$ cat config.mk
export PLATFORM = sky130hd
export DESIGN_NAME = tof_cmd_dispatcher
export DESIGN_NICKNAME = d
export VERILOG_FILES = /design/src/rtl/tof_cmd_dispatcher.sv
export SDC_FILE = /design/constraint.sdc
export NUM_CORES = 1
export LEC_CHECK = 0
export BUFFER_PORTS_ARGS = -buffer_cell sky130_fd_sc_hd__buf_4
export CORE_ASPECT_RATIO = 0.75
export CORE_UTILIZATION = 60
export CTS_BUF_LIST = sky130_fd_sc_hd__clkbuf_2 sky130_fd_sc_hd__clkbuf_4 sky130_fd_sc_hd__clkbuf_8
export DETAILED_ROUTE_END_ITERATION = 10
export MAX_ROUTING_LAYER = met4
export PLACE_DENSITY = 0.84
export SKIP_LAST_GASP = 1
export SYNTH_ARGS = -nofsm -noshare
export SYNTH_HDL_FRONTEND = slang
export SYNTH_SLANG_ARGS = --single-unit
$ cat constraint.sdc
create_clock -name clk -period 6.88 [get_ports clk]
set_input_delay 0.344 -clock clk [delete_from_list [all_inputs] [get_ports clk]]
set_output_delay 0.344 -clock clk [all_outputs]
set_load 0.03 [all_outputs]
$ cat src/rtl/tof_cmd_dispatcher.sv
// Shares one I2C engine among up to eight ToF sensor channels using round-robin arbitration.
// Define TOF_CMD_TIMEOUT_EN to add a WAIT timeout that aborts the engine and flags ERROR.
module tof_cmd_dispatcher #(
  parameter int NUM_SENSORS    = 8,
  parameter int CMD_W          = 4,
  parameter int TIMEOUT_CYCLES = 1000000
) (
  input  logic                         clk,
  input  logic                         rst_n,
  input  logic [CMD_W*NUM_SENSORS-1:0] cmd_in,
  output logic [2*NUM_SENSORS-1:0]     status_out,
  output logic                         i2c_req,
  output logic [2:0]                   i2c_sel,
  output logic [CMD_W-1:0]             i2c_op,
  input  logic                         i2c_ack,
  input  logic                         i2c_done,
  input  logic                         i2c_err,
  output logic                         i2c_abort
);

  localparam logic [1:0] ST_IDLE = 2'b00;
  localparam logic [1:0] ST_BUSY = 2'b01;
  localparam logic [1:0] ST_DONE = 2'b10;
  localparam logic [1:0] ST_ERR  = 2'b11;

  typedef enum logic [2:0] {
    S_IDLE,
    S_ARB,
    S_REQ,
    S_WAIT,
    S_FINISH
  } state_t;

  state_t                 state;
  state_t                 state_nxt;
  logic [NUM_SENSORS-1:0] pending;
  logic [CMD_W-1:0]       cmd_lat [NUM_SENSORS];
  logic [1:0]             chan_st [NUM_SENSORS];
  logic [2:0]             rr_ptr;
  logic                   grant_found;
  logic [2:0]             grant_idx;
  logic [3:0]             scan_idx;
  logic                   timeout_hit;
  logic                   finish_ok;
  logic                   finish_err;

  // Scan from rr_ptr (the channel after the last one served) and take the first pending one.
  always_comb begin
    grant_found = 1'b0;
    grant_idx   = 3'd0;
    scan_idx    = 4'd0;
    for (int i = 0; i < NUM_SENSORS; i++) begin
      scan_idx = {1'b0, rr_ptr} + 4'(i);
      if (scan_idx >= 4'(NUM_SENSORS)) begin
        scan_idx = scan_idx - 4'(NUM_SENSORS);
      end
      if (!grant_found && pending[scan_idx[2:0]]) begin
        grant_found = 1'b1;
        grant_idx   = scan_idx[2:0];
      end
    end
  end

`ifdef TOF_CMD_TIMEOUT_EN
  localparam int TO_W = $clog2(TIMEOUT_CYCLES + 1);

  logic [TO_W-1:0] to_cnt;

  always_ff @(posedge clk or negedge rst_n) begin
    if (!rst_n) begin
      to_cnt <= '0;
    end else if (state != S_WAIT) begin
      to_cnt <= '0;
    end else if (!timeout_hit) begin
      to_cnt <= to_cnt + 1'b1;
    end
  end

  assign timeout_hit = (state == S_WAIT) && (to_cnt == TO_W'(TIMEOUT_CYCLES - 1));
  assign i2c_abort   = timeout_hit && !i2c_done && !i2c_err;
`else
  logic unused_timeout;

  assign unused_timeout = ^TIMEOUT_CYCLES;
  assign timeout_hit    = 1'b0;
  assign i2c_abort      = 1'b0;
`endif

  // Error beats done; done beats a timeout landing in the same cycle.
  assign finish_err = (state == S_WAIT) && (i2c_err || (timeout_hit && !i2c_done));
  assign finish_ok  = (state == S_WAIT) && i2c_done && !i2c_err;

  always_ff @(posedge clk or negedge rst_n) begin
    if (!rst_n) begin
      state <= S_IDLE;
    end else begin
      state <= state_nxt;
    end
  end

  always_comb begin
    state_nxt = state;
    i2c_req   = 1'b0;
    case (state)
      S_IDLE:   if (|pending) state_nxt = S_ARB;
      S_ARB:    state_nxt = S_REQ;
      S_REQ: begin
        i2c_req = 1'b1;
        if (i2c_ack) state_nxt = S_WAIT;
      end
      S_WAIT:   if (finish_ok || finish_err) state_nxt = S_FINISH;
      S_FINISH: state_nxt = S_IDLE;
      default:  state_nxt = S_IDLE;
    endcase
  end

  always_ff @(posedge clk or negedge rst_n) begin
    if (!rst_n) begin
      i2c_sel <= 3'd0;
      i2c_op  <= '0;
      rr_ptr  <= 3'd0;
    end else if (state == S_ARB && grant_found) begin
      i2c_sel <= grant_idx;
      i2c_op  <= cmd_lat[grant_idx];
      rr_ptr  <= (grant_idx == 3'(NUM_SENSORS - 1)) ? 3'd0 : grant_idx + 3'd1;
    end
  end

  // The command is captured on detection, so later cmd_in edits cannot alter an accepted request.
  always_ff @(posedge clk or negedge rst_n) begin
    if (!rst_n) begin
      pending <= '0;
      for (int k = 0; k < NUM_SENSORS; k++) begin
        chan_st[k] <= ST_IDLE;
        cmd_lat[k] <= '0;
      end
    end else begin
      for (int k = 0; k < NUM_SENSORS; k++) begin
        if (state == S_ARB && grant_found && grant_idx == 3'(k)) begin
          pending[k] <= 1'b0;
        end
        case (chan_st[k])
          ST_IDLE: begin
            if (cmd_in[CMD_W*k +: CMD_W] != '0) begin
              chan_st[k] <= ST_BUSY;
              pending[k] <= 1'b1;
              cmd_lat[k] <= cmd_in[CMD_W*k +: CMD_W];
            end
          end
          ST_BUSY: begin
            if (i2c_sel == 3'(k)) begin
              if (finish_err) begin
                chan_st[k] <= ST_ERR;
              end else if (finish_ok) begin
                chan_st[k] <= ST_DONE;
              end
            end
          end
          default: begin
            if (cmd_in[CMD_W*k +: CMD_W] == '0) begin
              chan_st[k] <= ST_IDLE;
            end
          end
        endcase
      end
    end
  end

  always_comb begin
    status_out = '0;
    for (int k = 0; k < NUM_SENSORS; k++) begin
      status_out[2*k +: 2] = chan_st[k];
    end
  end

endmodule

==> metrics.txt <==
post-synthesis cell count 410; maximum buffer depth of the clock tree 2; CP arrival 4.65 ns; die width between 90 and 100 um; # H-tree levels 3; Clock transition at path regs 0.08 ns; Post-synth EDFFs 0; Peak VDD IR 0.283 mV; placed cell count 538; CTS tree built; crit-path max FO 19; Mapped Area a little over 4000 sq um; Std-Cell Rows 25; CTS buffer count 9; startpoint types flip-flop; class of the worst hold path in2async; GPL Wtd Cong 0.946; final hold vios 0; status complete, no violations; top-area cell type share of the netlist area 0.427; reg-to-reg slack, setup 2.46 ns; Max Clk Rate about 230 MHz; Filler cells 457; Final Max Slew Viols 0; CP bufs+invs 2; largest net degree at the start of global routing 70; Post-DRT Antenna Nets 0; die area 7080 sq um; Setup Buffers After CTS 0; DR pass1 iterations 5; core area 6410 sq um; total gr overflow 0; Yosys top cell by area dfrtp_1; most frequent cells in the layout nand2_1, dfrtp_1, buf_4, nor2_1, o21ai_0; Post-Route Utilization 0.732; vias in the first global route between 3000 and 4000; max_slew headroom 0.301; Final min period 4.42 ns; unrepaired setup endpoints after global routing no; Synth Flop Type dfrtp_1; IO buf count 60; Stages on worst setup path 12; CP Cell Sequence inv_1 -> ha_1 -> mux4_2 -> mux2i_1 -> o21ai_2 -> a32oi_1 -> a22o_1 -> inv_2 -> nor2_1 -> nand2b_1 -> o21ai_0 -> nand2_1; Leakage 2.04 nW; CTS root buf clkbuf_8; Finished Layout Cells 554; CTS Hold Bufs 0; CP max stage delay roughly 0.88 ns; area occupied by multi-input gates roughly 2200 sq um; Seq/Total Area, Yosys 0.427; drt drc 0; part of the cycle the worst path needs 0.642; initial antenna violation count 0; cells taking the most area after synthesis dfrtp_1, nand2_1, mux4_2, mux2_2, nor2_1; hpwl dp 7.75 mm; Post-Route Skew 0.0130 ns; worst-case reg-to-reg path depth 12; Syn Nets between 400 and 500; number of diodes 0; DRT iter0 DRCs roughly 230; Critical R2R Launch rr_ptr[0]; Post-Route WL 10.4 mm; fraction of layout cells with a size suffix above 1 0.260; most common cell after layout, fill and taps aside nand2_1; post-DR vias/cell 6.43; Setup TNS 0 ns; Area growth, synth to finish 16.0%; actual slew at the worst max-slew pin 1.05 ns; worst-skew pair later-pin latency 0.35 ns; die height 73.1 um; Unique masters post-synth 60; CP endpoint kind flip-flop; Critical Setup Path Class reg2reg; clock sinks 69; count of final setup violators 0; Initial Utilization 0.631; syn avg cell area approximately 9.9 sq um; first-pass GRT wire length 17.1 mm; Layout Nets 508; via count 3562; Ys Warns 0; Critical Path Start rr_ptr[0]; Crit Reg-Reg Endpoint pending[4]; Top Ports between 60 and 70; fraction of synthesis flops using an asynchronous set or reset pin 1.00; Max-Cap Viols 0; CP Capture Point pending[4]; Worst EP required 7.11 ns; cts repair resizes 0; CP max stage cell dfrtp_1; pwr/cell area between 500 and 600 nW/um^2; Avg WL per Cell around 19 um; register cell area after layout between 1500 and 2000 sq um; FF+latch count, synth 69; crit-path leading delay family compound AO/OA/AOI/OAI gates; GRT Resource Usage Total 0.325
-- cell families (layout without fill, tap and decap cells) --
group | count (synthesis) | count (layout) | synth area share
other | 1 | 1 | 0.000927
buffers and inverters | 21 | 84 | 0.0294
multiplexers | 41 | 41 | 0.163
AND/OR/NAND/NOR | 177 | 177 | 0.196
flip-flops | 69 | 69 | 0.427
XOR/XNOR | 3 | 3 | 0.00650
adder cells (fa/ha/maj) | 3 | 3 | 0.00928
AO/OA/AOI/OAI | 95 | 95 | 0.168
-- how the worst min path moves through the flow --
stage / to / cells after the start
2_1_floorplan: cmd_lat[0] / 0
3_3_place_gp: cmd_lat[6] / 2
3_5_place_dp: cmd_lat[23] / 2
4_1_cts: status_out[3] / 1
5_1_grt: status_out[3] / 1
6_report: status_out[3] / 1
-- sequential cells by signal, indices dropped and copies added (netlist names) --
name	flops
status_out	16
state	3
rr_ptr	3
i2c_sel	3
cmd_lat	32
i2c_op	4
pending	8
-- metrics by stage --
stage	instance area [sq um]	total power [mW]	worst slack, ns	hold slack (ns)
floorplan	4040	1.83	3.52	0.0484
global placement	4510	2.14	2.61	0.458
detailed placement	4510	2.19	2.47	0.469
CTS	4690	2.50	2.46	0.125
global route	4690	2.68	2.05	0.182
finish	4690	2.51	2.46	0.0904
-- report_power, final --
group / leakage (nW) / internal, mW / switching (mW)
registers: 0.808 / 0.594 / 0.245
clock network: 0.0946 / 0.144 / 0.164
logic: 1.14 / 0.588 / 0.778
-- cell type report --
class,instances,area share
inverters,8,0.00640
clock buffers,10,0.0293
repair buffers,60,0.0960
clock inverters,6,0.00987
multi-input cells,320,0.469
well taps,81,0.0216
flip-flops and latches,69,0.368
-- synth_stat cells (all sizes together) (3+ instances only) --
library cell / count
nand2: 102
a21oi: 15
dfrtp: 69
o31ai: 6
a221oi: 3
nor2: 30
nor3: 5
mux4: 16
mux2: 17
nor2b: 3
a21boi: 4
nand2b: 10
ha: 3
a21o: 5
or4: 5
a22o: 13
mux2i: 8
inv: 8
a31oi: 4
nor3b: 3
nand3: 6
o21ai: 29
buf: 11
nor4: 5
-- layer usage --
metal,global-route usage,up-vias,wire (um)
met4,0.136,0,240
met3,0.0556,29,725
met1,0.422,1753,4410
li1,-,1617,-
met2,0.514,163,5050
met5,-,-,0
Power figures use the tool's default switching activity.
